==> config.mk <==
export PLATFORM = sky130hd
export DESIGN_NAME = gg_prod_accum_flat
export DESIGN_NICKNAME = d
export VERILOG_FILES = /design/src/rtl/gg_prod_accum_if.sv /design/src/rtl/gg_prod_accum.sv /design/src/flat_wrapper.sv
export SDC_FILE = /design/constraint.sdc
export NUM_CORES = 1
export LEC_CHECK = 0
export CAP_MARGIN = 20
export CORE_UTILIZATION = 25
export CTS_CLUSTER_DIAMETER = 60
export DETAILED_ROUTE_END_ITERATION = 10
export GPL_TIMING_DRIVEN = 1
export HOLD_SLACK_MARGIN = 0.06
export PLACE_DENSITY = 0.42
export SETUP_SLACK_MARGIN = 0.05
export SKIP_CTS_REPAIR_TIMING = 1
export SLEW_MARGIN = 25
export SYNTH_ARGS = -nofsm -noshare
export SYNTH_HDL_FRONTEND = slang
export SYNTH_SLANG_ARGS = --single-unit
==> constraint.sdc <==
create_clock -name clk -period 6.1 [get_ports clk]
set_input_delay 0.915 -clock clk [delete_from_list [all_inputs] [get_ports clk]]
set_output_delay 0.915 -clock clk [all_outputs]
set_load 0.02 [all_outputs]
==> src/rtl/gg_prod_accum_if.sv <==
// Handshake/data bundle between the sum/product stream source, gg_prod_accum and its result consumer.
// ACC_W must match the ACC_W of the gg_prod_accum instance it is bound to.
interface gg_prod_accum_if #(
    parameter int ACC_W = 24
);
    logic             start;
    logic             inValid;
    logic [15:0]      sum;
    logic [15:0]      prod;
    logic             busy;
    logic [ACC_W-1:0] accSum;
    logic [ACC_W-1:0] accProd;
    logic             ovf;
    logic             outValid;
    logic             outReady;

    modport master (
        output start, inValid, sum, prod, outReady,
        input  busy, accSum, accProd, ovf, outValid
    );

    modport slave (
        input  start, inValid, sum, prod, outReady,
        output busy, accSum, accProd, ovf, outValid
    );
endinterface

==> src/rtl/gg_prod_accum.sv <==
// Accumulates N_SAMPLES sum/prod pairs into wide totals and offers them on a valid/ready port.
// Optional macro GG_ACC_SAT_EN: accumulators saturate at all-ones instead of wrapping.
module gg_prod_accum #(
    parameter int N_SAMPLES = 8,
    parameter int ACC_W     = 24
) (
    input  logic           clk,
    input  logic           reset,
    gg_prod_accum_if.slave ifc
);
    localparam int CNT_W = (N_SAMPLES > 1) ? $clog2(N_SAMPLES) : 1;
    localparam logic [CNT_W-1:0] LAST_IDX = CNT_W'(N_SAMPLES - 1);

    typedef enum logic [1:0] {
        ST_IDLE,
        ST_ACCUM,
        ST_HOLD
    } state_t;

    state_t           r_state;
    state_t           w_stateNext;
    logic [CNT_W-1:0] r_count;
    logic [ACC_W-1:0] r_accSum;
    logic [ACC_W-1:0] r_accProd;
    logic             r_ovf;
    logic             r_busy;
    logic             r_outValid;

    logic             w_take;
    logic             w_clear;
    logic [ACC_W:0]   w_sumAdd;
    logic [ACC_W:0]   w_prodAdd;
    logic [ACC_W-1:0] w_sumNext;
    logic [ACC_W-1:0] w_prodNext;

    // One extra bit on each adder exposes the carry out of bit ACC_W-1.
    assign w_sumAdd  = {1'b0, r_accSum}  + {{(ACC_W+1-16){1'b0}}, ifc.sum};
    assign w_prodAdd = {1'b0, r_accProd} + {{(ACC_W+1-16){1'b0}}, ifc.prod};

`ifdef GG_ACC_SAT_EN
    // A clamped accumulator stays at all-ones: any further add carries again.
    assign w_sumNext  = w_sumAdd[ACC_W]  ? {ACC_W{1'b1}} : w_sumAdd[ACC_W-1:0];
    assign w_prodNext = w_prodAdd[ACC_W] ? {ACC_W{1'b1}} : w_prodAdd[ACC_W-1:0];
`else
    assign w_sumNext  = w_sumAdd[ACC_W-1:0];
    assign w_prodNext = w_prodAdd[ACC_W-1:0];
`endif

    always_comb begin
        w_stateNext = r_state;
        w_take      = 1'b0;
        w_clear     = 1'b0;
        case (r_state)
            ST_IDLE: begin
                if (ifc.start) begin
                    w_clear     = 1'b1;
                    w_stateNext = ST_ACCUM;
                end
            end
            ST_ACCUM: begin
                if (ifc.inValid) begin
                    w_take = 1'b1;
                    if (r_count == LAST_IDX) begin
                        w_stateNext = ST_HOLD;
                    end
                end
            end
            ST_HOLD: begin
                if (r_outValid && ifc.outReady) begin
                    w_stateNext = ST_IDLE;
                end
            end
            default: w_stateNext = ST_IDLE;
        endcase
    end

    // busy/outValid are registered from the next state so they line up with r_state.
    always_ff @(posedge clk) begin
        if (!reset) begin
            r_state    <= ST_IDLE;
            r_count    <= '0;
            r_accSum   <= '0;
            r_accProd  <= '0;
            r_ovf      <= 1'b0;
            r_busy     <= 1'b0;
            r_outValid <= 1'b0;
        end else begin
            r_state    <= w_stateNext;
            r_busy     <= (w_stateNext != ST_IDLE);
            r_outValid <= (w_stateNext == ST_HOLD);
            if (w_clear) begin
                r_count   <= '0;
                r_accSum  <= '0;
                r_accProd <= '0;
                r_ovf     <= 1'b0;
            end else if (w_take) begin
                r_count   <= r_count + 1'b1;
                r_accSum  <= w_sumNext;
                r_accProd <= w_prodNext;
                r_ovf     <= r_ovf | w_sumAdd[ACC_W] | w_prodAdd[ACC_W];
            end
        end
    end

    assign ifc.busy     = r_busy;
    assign ifc.accSum   = r_accSum;
    assign ifc.accProd  = r_accProd;
    assign ifc.ovf      = r_ovf;
    assign ifc.outValid = r_outValid;

endmodule

==> src/flat_wrapper.sv <==
// flat-port wrapper written by rule: the top's interface ports become plain ports
module gg_prod_accum_flat 
#(
    parameter int N_SAMPLES = 8,
    parameter int ACC_W     = 24
)
  (clk, reset, ifc_start, ifc_inValid, ifc_sum, ifc_prod, ifc_outReady, ifc_busy, ifc_accSum, ifc_accProd, ifc_ovf, ifc_outValid);
  gg_prod_accum_if #(.ACC_W(ACC_W)) ifc_i ();
  input  logic clk;
  input  logic reset;
  input wire logic [$bits(ifc_i.start)-1:0] ifc_start;
  input wire logic [$bits(ifc_i.inValid)-1:0] ifc_inValid;
  input wire logic [$bits(ifc_i.sum)-1:0] ifc_sum;
  input wire logic [$bits(ifc_i.prod)-1:0] ifc_prod;
  input wire logic [$bits(ifc_i.outReady)-1:0] ifc_outReady;
  output wire logic [$bits(ifc_i.busy)-1:0] ifc_busy;
  output wire logic [$bits(ifc_i.accSum)-1:0] ifc_accSum;
  output wire logic [$bits(ifc_i.accProd)-1:0] ifc_accProd;
  output wire logic [$bits(ifc_i.ovf)-1:0] ifc_ovf;
  output wire logic [$bits(ifc_i.outValid)-1:0] ifc_outValid;
  assign ifc_i.start = ifc_start;
  assign ifc_i.inValid = ifc_inValid;
  assign ifc_i.sum = ifc_sum;
  assign ifc_i.prod = ifc_prod;
  assign ifc_i.outReady = ifc_outReady;
  assign ifc_busy = ifc_i.busy;
  assign ifc_accSum = ifc_i.accSum;
  assign ifc_accProd = ifc_i.accProd;
  assign ifc_ovf = ifc_i.ovf;
  assign ifc_outValid = ifc_i.outValid;
  gg_prod_accum #(.N_SAMPLES(N_SAMPLES), .ACC_W(ACC_W)) u_core (.clk(clk), .reset(reset), .ifc(ifc_i));
endmodule
## After elaboration in Yosys (flattened, before gate mapping)

Cells that the tools add are included.

- Flip-flop bits (word level): 56
- Bits of input ports: 37
- Output and inout port bits: 51
- Logic and storage cells: 30

- Add/subtract/negate cells: 3
- Equal/unequal tests: 4
- Multiplexer cells: 9
- Bitwise gates (word level): 3
- Reductions and logical operators: 4

Operator list:

| operator | count |
|---|---|
| $add A24 B16 Y25 | 2 |
| $mux W2 | 4 |
| $pmux W2 S3 | 1 |
| $eq A2 B2 Y1 const B | 2 |
| $mux W1 | 4 |
| $add A3 B1 Y3 const B | 1 |
| $eq A3 B3 Y1 const B | 1 |
| $eq A2 B1 Y1 const B | 1 |
| $logic_not A2 Y1 | 1 |
| $or A1 B1 Y1 | 2 |
| $reduce_bool A2 Y1 | 1 |
| $reduce_or A2 Y1 | 1 |
| $logic_and A1 B1 Y1 | 1 |
| $not A1 Y1 | 1 |

## Logic depth before layout (Yosys ltp)

Gate-level depths: netlist (run 1).

- Depth in word-level cells: 5
- Gate-level depth with buffers: 9
- Gate-level depth less buffers: 9

## Least setup slack after synthesis (run 1)

Ideal clock, no wire load.

- Path type: input to register
- From: in ifc_prod[0]
- To: reg u_core.r_ovf, in the netlist u_core.ifc.ovf
- Library setup time: 120 ps
- Data arrival time: 2831 ps
- Required time: 5980 ps
- Setup slack: 3149 ps
- Cell stages on the path: 9
- Path buffers: 0
- Cells stage by stage: ha_1 > fa_1 > a211oi_2 > o21ai_1 > a21o_1 > o31a_1 > a31oi_4 > nor3b_1 > o31a_1

- Longest elaborated chain between the ends: 2

Ends and longest elaborated chain:

| item | RTL line | source |
|---|---|---|
| start, declared | flat_wrapper.sv:14 | `input wire logic [$bits(ifc_i.prod)-1:0] ifc_prod;` |
| $add A24 B16 Y25 | gg_prod_accum.sv:38 | `assign w_prodAdd = {1'b0, r_accProd} + {{(ACC_W+1-16){1'b0}}, ifc.prod};` |
| $or A1 B1 Y1 | gg_prod_accum.sv:100 | `r_ovf <= r_ovf \| w_sumAdd[ACC_W] \| w_prodAdd[ACC_W];` |
| end signal, assigned | gg_prod_accum.sv:100 |  |
| end, declared | gg_prod_accum.sv:25 | `logic r_ovf;` |

Every way passes these cells.
A chain may end at the register's enable or synchronous reset.

## Worst setup path after layout (run 1)

Same ends and word-level chain as after synthesis.

==> results.tsv, run 1 <==
stage	metric	value	unit
clock_network	Root Buffer	clkbuf_16	
sta	PnR worst setup slack	2840	ps
drt	Vias/cell	4.90	
global_route	pin count of the biggest net entering global routing	44	
hold_path	Hold Crit Start	u_core.r_count[2]	
sta	# setup viols final	0	
worst_setup_path	Setup crit start kind	input pin	
drt	Vias	3581	
synth	Synth top area share	29.8	%
worst_setup_path	CP endpoint kind	register	
placement	GP Congestion	0.808	
synth	Post-synth EDFFs	0	
drt	WL final	11000	um
finish	ratio of cells with drive above 1 in the final layout	4.20	%
hold_path	class of the worst hold path	reg2reg	
worst_setup_path	Critical Path AT	3460	ps
finish	Finished Core Util	34.3	%
sta	unrepaired setup endpoints after global routing	false	
synth	Syn Inst Count	471	
sta	Slew @ Worst Pin	839	ps
drt	DRC	0	
sta	Fmax	307	MHz
hold_path	Worst Hold Path EP	u_core.r_count[2]	
run	max cap viols	0	
synth	largest area contributor in the netlist	dfxtp_1	
finish	Final nets	619	
die	Initial Util	25.8	%
pwr	leakage	1.91	nW
drt	Initial DRC Count	153	
die	Die X	125	um
finish	n_diodes	0	
sta	Hold Vio Cnt, Final	0	
worst_setup_path	worst r2r dst	u_core.ifc.ovf	
placement	cell count after placement	723	
drt	TritonRoute pass-1 iters	4	
worst_setup_path	WS Path Type	in2reg	
sta	Worst Skew	8.36	ps
worst_setup_path	CP Max Fanout	9	
drt	Final ANT Viol Nets	0	
clock_network	CTS tree	built	
synth	Synth Flop Type	dfxtp_1	
clock_network	Clock Sinks	56	
status	status	finished clean	
clock_network	# H-tree levels	2	
synth	synthesized area	0.00376	sq mm
global_route	vias in the first global route	3497	
global_route	antenna violations before repair	0	
clock_network	Worst-Skew Late Latency	310	ps
clock_network	TritonCTS Buffers	5	
finish	post-route cell area	0.00500	sq mm
die	die height	125	um
sta	Final min period	3260	ps
sta	relative slew slack	44.1	%
placement	DP Area	0.00478	sq mm
synth	register area share after synthesis	29.8	%
placement	Port Buf Inserts	87	
die	Die Area	0.0155	sq mm
die	Ports	88	
synth	Ys Warns	0	
pwr	total power draw	996	uW
die	row cnt	44	
synth	syn_nets	544	
drt	routed wire length per instance	15.0	um
finish	fin cells	731	
sta	setup TNS	0	ps
synth	Synth area leaders	dfxtp_1 (30%), ha_1 (11%), a21oi_1 (6.4%)	
die	core area	0.0146	sq mm
worst_setup_path	cells on worst reg2reg path	9	
global_route	first-pass GRT wire length	17700	um
placement	DP Wirelength	7950	um
pwr	VDD IR max	0.000149	V
worst_setup_path	FF-to-FF Start	u_core.ifc.accProd[0]	
hold_path	hold depth	2	
worst_setup_path	data required time of the worst path	6300	ps
synth	Post-synth ARST share	0	%
clock_network	Clk pin slew, worst setup/hold paths	80	ps
synth	Synth Register Bits	56	
sta	Pins Over Slew Limit	0	
synth	Yosys cell types	57	
pwr	Pwr Density	199	mW/mm^2
clock_network	Clock Tree Buf Depth	2	
synth	syn avg cell area	7.98	sq um
sta	final hold slack	462	ps
finish	area grow syn2layout	33.0	%
global_route	gr usage total	14.3	%
placement	pre-CTS WS	2500	ps
worst_setup_path	Worst R2R Setup Slack	3490	ps
global_route	GRT Residual Overflow	0	
sta	fin crit share	53.4	%
layout by cell type, fill, tap and decap left out, drive strengths merged, types with 11 or more instances in the layout:
| cell type | Yosys | routed |
|---|---|---|
| inv | 11 | 11 |
| nor2 | 35 | 35 |
| o21ai | 33 | 33 |
| or3 | 11 | 11 |
| dfxtp | 56 | 56 |
| nand2 | 52 | 52 |
| ha | 34 | 34 |
| a211oi | 15 | 15 |
| nand3 | 28 | 28 |
| a21oi | 48 | 48 |
| clkdlybuf4s50 | 0 | 87 |
| xnor2 | 14 | 14 |
kinds of logic after synthesis:
logic type | share of synthesized area, %
AOI/OAI and AO/OA | 25.0
buffers and inverters | 3.70
and+or+nand+nor | 22.4
xor gates and xnor gates | 5.59
DFF | 29.8
muxes | 1.07
adders and majority gates | 12.4
state kept, by name (all words and copies together), names as in the netlist:
register / flops
u_core.ifc.accProd: 24
u_core.ifc.accSum: 24
u_core.r_count: 3
u_core.r_state: 2
u_core.ifc.busy: 1
u_core.ifc.outValid: 1
u_core.ifc.ovf: 1
per-layer routing:
metal / vias to the layer above / share of wire [%] / GRT usage, %
met2: 71 / 49 / 25.4
met3: 8 / 3.9 / 3.01
met5: - / 0 / 0
met1: 1626 / 45 / 16.9
met4: 0 / 1.4 / 5.03
li1: 1876 / - / -
cell usage after synthesis (all sizes together), types with 5 or more instances:
| library cell | instances |
|---|---|
| nor2b | 5 |
| a211oi | 15 |
| ha | 34 |
| xor2 | 10 |
| clkbuf | 10 |
| o31ai | 5 |
| nand2 | 52 |
| o21ai | 33 |
| a21oi | 48 |
| a31oi | 5 |
| inv | 11 |
| o21a | 5 |
| buf | 12 |
| and2 | 7 |
| nor2 | 35 |
| nand3 | 28 |
| dfxtp | 56 |
| and3 | 5 |
| nor3 | 10 |
| xnor2 | 14 |
| or3 | 11 |
| nand4 | 5 |
| a21o | 10 |
critical path, stage by stage:
cell	delay, ps
clkdlybuf4s50_1	400
ha_1	230
fa_1	440
a211oi_2	260
o21ai_1	110
a21o_1	190
o31a_1	300
a31oi_4	300
nor3b_1	90
o31a_1	240
power by group:
group | total [mW] | internal (mW) | switching [mW] | leakage, nW
sequential | 0.382 | 0.374 | 0.00757 | 0.454
clock | 0.430 | 0.277 | 0.153 | 0.104
combinational | 0.185 | 0.0837 | 0.101 | 1.35
area by class of cell:
type / count / area [sq um]
fill: 1559 / 9590
clock buffer: 5 / 125
timing repair buffer: 90 / 893
clock inverter: 3 / 90.1
inverter: 11 / 41.3
sequential: 56 / 1120
multi-input combinational: 382 / 2500
tap: 184 / 230
how the worst max path moves through the flow:
stage / endpoint / cells after the start / startpoint / slack [ps]
2_1_floorplan: u_core.ifc.ovf / 9 / ifc_prod[0] / 3150
3_3_place_gp: u_core.ifc.ovf / 10 / ifc_prod[0] / 2560
3_5_place_dp: u_core.ifc.ovf / 10 / ifc_prod[0] / 2500
4_1_cts: u_core.ifc.ovf / 10 / ifc_prod[0] / 2830
5_1_grt: u_core.ifc.ovf / 10 / ifc_sum[0] / 2690
6_report: u_core.ifc.ovf / 10 / ifc_prod[0] / 2840
Note: power is estimated with default switching activity, not from simulation.
==> inputs of run 2 (changes only) <==
--- a/config.mk
+++ b/config.mk
@@ -11,7 +11,7 @@
 export DETAILED_ROUTE_END_ITERATION = 10
 export GPL_TIMING_DRIVEN = 1
 export HOLD_SLACK_MARGIN = 0.06
-export PLACE_DENSITY = 0.42
+export PLACE_DENSITY = 0.43
 export SETUP_SLACK_MARGIN = 0.05
 export SKIP_CTS_REPAIR_TIMING = 1
 export SLEW_MARGIN = 25
==> constraint.sdc (replaced) <==
create_clock -name clk -period 2.8 [get_ports clk]
set_input_delay 0.42 -clock clk [delete_from_list [all_inputs] [get_ports clk]]
set_output_delay 0.42 -clock clk [all_outputs]
set_load 0.02 [all_outputs]
==> results.tsv, run 2 (synthesis gave the netlist of run 1 again) <==
stage	metric	value	unit	change
worst_setup_path	WS Path Type	in2reg		
sta	Pins Over Slew Limit	0		unchanged
drt	Vias/cell	4.90		about the same
clock_network	# H-tree levels	2		unchanged
sta	fin crit share	92.0	%	
drt	Final ANT Viol Nets	0		unchanged
die	Initial Util	25.8	%	unchanged
hold_path	class of the worst hold path	reg2reg		
worst_setup_path	data required time of the worst path	3010	ps	-3290 ps
worst_setup_path	CP endpoint kind	register		
drt	TritonRoute pass-1 iters	4		unchanged
finish	most common cell after layout, fill and taps aside	clkdlybuf4s50_1		
global_route	pin count of the biggest net entering global routing	33		-25%
finish	most frequent cells in the layout	clkdlybuf4s50_1 (87), dfxtp_1 (56), nand2_1 (52)		
drt	DRC	0		unchanged
global_route	GR peak layer	met2		
sta	# setup viols final	0		unchanged
global_route	M2 GR Usage	23.5	%	-1.9 points
clock_network	Worst-Skew Late Latency	310	ps	about the same
status	status	finished clean		
drt	routed wire length per instance	14.3	um	-4.8%
die	row cnt	44		unchanged
sta	Final min period	2570	ps	
die	Die X	125	um	unchanged
clock_network	Root Buffer	clkbuf_16		
pwr	VDD IR max	0.000225	V	+51%
worst_setup_path	Setup crit start kind	input pin		
pwr	leakage	2.03	nW	+6.4%
clock_network	Clk pin slew, worst setup/hold paths	80	ps	about the same
sta	PnR worst setup slack	225	ps	-2620 ps
placement	Port Buf Inserts	87		unchanged
drt	Initial DRC Count	189		+24%
finish	area grow syn2layout	37.9	%	
global_route	gr usage total	14.3	%	about the same
sta	Slew @ Worst Pin	527	ps	-312 ps
global_route	met3 Use GR	2.71	%	-0.30 points
clock_network	Clock Tree Buf Depth	2		unchanged
sta	Worst Skew	7.39	ps	-0.973 ps
sta	Hold Vio Cnt, Final	0		unchanged
finish	ratio of cells with drive above 1 in the final layout	9.52	%	+5.3 points
die	die height	125	um	unchanged
worst_setup_path	Critical Path AT	2780	ps	-680 ps
global_route	antenna violations before repair	0		unchanged
placement	pre-CTS WS	-179	ps	-2680 ps
drt	WL final	10900	um	-0.80%
placement	GP Congestion	0.811		+0.32%
die	Ports	88		unchanged
drt	Vias	3735		+4.3%
global_route	vias in the first global route	3588		+2.6%
pwr	Pwr Density	377	mW/mm^2	+89%
finish	n_diodes	0		unchanged
finish	Final nets	650		+5.0%
global_route	GRT Residual Overflow	0		unchanged
global_route	M1 GR Usage	18.7	%	+1.8 points
global_route	first-pass GRT wire length	18000	um	+1.6%
sta	setup TNS	0	ps	unchanged
sta	relative slew slack	64.8	%	+21 points
sta	unrepaired setup endpoints after global routing	false		
die	Die Area	0.0155	sq mm	unchanged
sta	Fmax	388	MHz	
clock_network	Clock Sinks	56		unchanged
die	core area	0.0146	sq mm	unchanged
clock_network	CTS tree	built		
worst_setup_path	CP Max Fanout	3		-6
run	max cap viols	0		unchanged
placement	DP Wirelength	8220	um	+3.4%
clock_network	TritonCTS Buffers	5		unchanged
-- run 2: routing by layer --
layer	vias to the layer above	wire (um)
met5	-	0
met4	0	142
met3	9	409
met2	72	4970
met1	1731	5350
li1	1923	-
-- run 2: power by group --
group	internal (mW)	switching [mW]
clock	0.340	0.349
sequential	0.815	0.0168
combinational	0.208	0.227
total	1.36	0.593
-- run 2: per-stage QoR --
stage          instances  util, %  instance area (sq um)  total power, mW  hold slack (ps)
2_1_floorplan        471        -                   3760             1.10              440
3_3_place_gp         754     34.5                   5030             1.29              448
3_5_place_dp         754     34.5                   5030             1.29              457
4_1_cts              762     35.5                   5180             1.99              469
5_1_grt              762     35.5                   5180             2.07              505
6_report             762     35.5                   5180             1.96              467
-- run 2: worst paths after layout --
| check | start | end | slack, ps | depth (start not counted) |
|---|---|---|---|---|
| setup / recovery | ifc_prod[0] | u_core.ifc.ovf | 230 | 10 |
| hold / removal | u_core.r_count[1] | u_core.r_count[1] | 470 | 2 |
| setup reg to reg | u_core.ifc.accProd[0] | u_core.ifc.ovf | 400 | 9 |
| hold reg to reg | u_core.r_count[1] | u_core.r_count[1] | 470 | 2 |
-- run 2: cell type report --
cell class / instances / area, sq um
Inverter: 11 / 41.3
Tap cell: 184 / 230
Sequential cell: 56 / 1120
Clock buffer: 5 / 125
Timing Repair Buffer: 121 / 1140
Clock inverter: 3 / 26.3
Multi-Input combinational cell: 382 / 2500
Fill cell: 1513 / 9410
-- run 2: critical path, cell delays in order --
cell	delay, ps
clkdlybuf4s50_1	410
ha_1	220
fa_2	380
a211oi_2	220
o21ai_1	100
a21o_1	180
o31a_1	290
a31oi_4	240
nor3b_1	80
o31a_1	230
==> inputs of run 3 (changes only) <==
--- a/config.mk
+++ b/config.mk
@@ -6,12 +6,12 @@
 export NUM_CORES = 1
 export LEC_CHECK = 0
 export CAP_MARGIN = 20
-export CORE_UTILIZATION = 25
+export CORE_UTILIZATION = 32
 export CTS_CLUSTER_DIAMETER = 60
 export DETAILED_ROUTE_END_ITERATION = 10
 export GPL_TIMING_DRIVEN = 1
 export HOLD_SLACK_MARGIN = 0.06
-export PLACE_DENSITY = 0.43
+export PLACE_DENSITY = 0.53
 export SETUP_SLACK_MARGIN = 0.05
 export SKIP_CTS_REPAIR_TIMING = 1
 export SLEW_MARGIN = 25
==> results.tsv, run 3 (synthesis gave the netlist of run 1 again) <==
stage	metric	value	unit	change
pwr	Clk pwr share	36.9	%	+1.7 points
sta	PnR worst setup slack	211	ps	-13.8 ps
clock_network	Clock Tree Buf Depth	2		unchanged
drt	routed wire length per instance	14.1	um	-1.3%
global_route	vias in the first global route	3537		-1.4%
sta	Worst Skew	9.85	ps	+2.45 ps
die	Ports	88		unchanged
hold_path	class of the worst hold path	reg2reg		
pwr	combinational share of power	21.3	%	-1.0 points
worst_setup_path	CP endpoint kind	register		
global_route	GRT Residual Overflow	0		unchanged
drt	WL final	10100	um	-7.4%
die	Die Area	0.0122	sq mm	-22%
pwr	Pwr Density	389	mW/mm^2	+3.1%
finish	n_diodes	0		unchanged
sta	# setup viols final	0		unchanged
pwr	Sw Share	27.6	%	-2.7 points
worst_setup_path	data required time of the worst path	3030	ps	+20 ps
finish	Final nets	644		-0.92%
drt	TritonRoute pass-1 iters	6		+2
sta	Pins Over Slew Limit	0		unchanged
sta	unrepaired setup endpoints after global routing	true		
die	row cnt	39		-11%
placement	DP Area	0.00493	sq mm	-1.9%
worst_setup_path	Setup crit start	ifc_prod[0]		
sta	relative slew slack	68.1	%	+3.2 points
status	status	finished clean		
clock_network	CTS tree	built		
die	Initial Util	32.9	%	+7.2 points
placement	pre-CTS WS	-123	ps	+56.0 ps
pwr	VDD IR max	0.000214	V	-5.1%
pwr	leakage	2.01	nW	-0.99%
global_route	first-pass GRT wire length	16500	um	-8.2%
worst_setup_path	WS Path Type	in2reg		
sta	Slew @ Worst Pin	479	ps	-48.5 ps
placement	DP Wirelength	7590	um	-7.7%
placement	Port Buf Inserts	87		unchanged
global_route	gr usage total	17.2	%	+2.9 points
drt	DRC	0		unchanged
sta	Final min period	2590	ps	+13.8 ps
worst_setup_path	Setup crit start kind	input pin		
sta	Fmax	386	MHz	-0.53%
worst_setup_path	CP Max Fanout	6		+3
drt	Vias	3720		-0.40%
die	core area	0.0114	sq mm	-22%
finish	area grow syn2layout	35.9	%	
hold_path	Hold Crit Start	u_core.r_count[1]		
clock_network	TritonCTS Buffers	5		unchanged
placement	GP Congestion	0.829		+2.2%
clock_network	Clk pin slew, worst setup/hold paths	70	ps	about the same
pwr	internal power	1.44	mW	+5.6%
worst_setup_path	FF-to-FF Start	u_core.ifc.accProd[0]		
drt	Vias/cell	5.20		+6.1%
finish	FILL cells	1148		-24%
drt	Initial DRC Count	91		-52%
run	max cap viols	0		unchanged
global_route	pin count of the biggest net entering global routing	43		+30%
finish	post-route cell area	0.00511	sq mm	-1.4%
finish	most common cell after layout, fill and taps aside	clkdlybuf4s50_1		
finish	ratio of cells with drive above 1 in the final layout	8.74	%	-0.77 points
die	die height	110	um	-11%
clock_network	# H-tree levels	2		unchanged
clock_network	Root Buffer	clkbuf_16		
worst_setup_path	Critical Path AT	2820	ps	+40 ps
global_route	antenna violations before repair	0		unchanged
die	Die X	110	um	-11%
clock_network	Worst-Skew Late Latency	300	ps	about the same
pwr	Seq pwr share	41.8	%	-0.7 points
drt	Final ANT Viol Nets	0		unchanged
sta	Hold Vio Cnt, Final	0		unchanged
clock_network	Clock Sinks	56		unchanged
finish	most frequent cells in the layout	clkdlybuf4s50_1 (87), dfxtp_1 (56), nand2_1 (52)		
pwr	NetSw	549	uW	-7.5%
sta	fin crit share	92.5	%	+0.49 points
-- run 3: layer usage --
layer / share of wire [%] / track usage (%)
met1: 46 / 21.3
met4: 1.8 / 5.45
met3: 4.5 / 3.47
met2: 47 / 29.9
met5: 0 / 0
-- run 3: cell type report --
class	instances	area [sq um]	area share, %
clock buffer	5	125	2.45
inverter	11	41.3	0.808
clock inverter	3	42.5	0.833
tap	143	179	3.50
multi-input combinational	382	2500	49.0
sequential	56	1120	22.0
timing repair buffer	115	1090	21.4
-- run 3: power by group through the flow --
stage	Combinational [mW]	Clock [mW]	Sequential [mW]
CTS	0.425	0.762	0.832
global placement	0.423	0	0.850
detailed placement	0.423	0	0.851
global route	0.468	0.789	0.835
floorplan	0.237	0	0.868
finish	0.423	0.733	0.832
-- run 3: worst max-delay path, cell delays in order --
cell and delay [ps]:
clkdlybuf4s50_1 410, ha_1 220, fa_2 360, a211oi_2 260, o21ai_1 100, a21o_1 180
o31a_1 290, a31oi_4 220, buf_4 160, o21ai_0 80, a21oi_1 140
-- run 3: path summary, 6_finish.rpt --
path                                 end  cells past startpoint  slack (ps)
setup / recovery  u_core.ifc.accProd[20]                     11         210
hold reg to reg        u_core.r_count[1]                      2         470
setup reg to reg  u_core.ifc.accProd[20]                     10         390
hold / removal         u_core.r_count[1]                      2         470
-- run 3: per-stage QoR --
step	util, %	TNS [ps]	instances	power, mW	hold WS, ps
floorplan	-	0	471	1.10	440
global placement	43.2	-427	707	1.27	449
detailed placement	43.2	-552	707	1.27	455
CTS	44.7	0	715	2.02	466
global route	44.7	0	715	2.09	493
finish	44.7	0	715	1.99	465
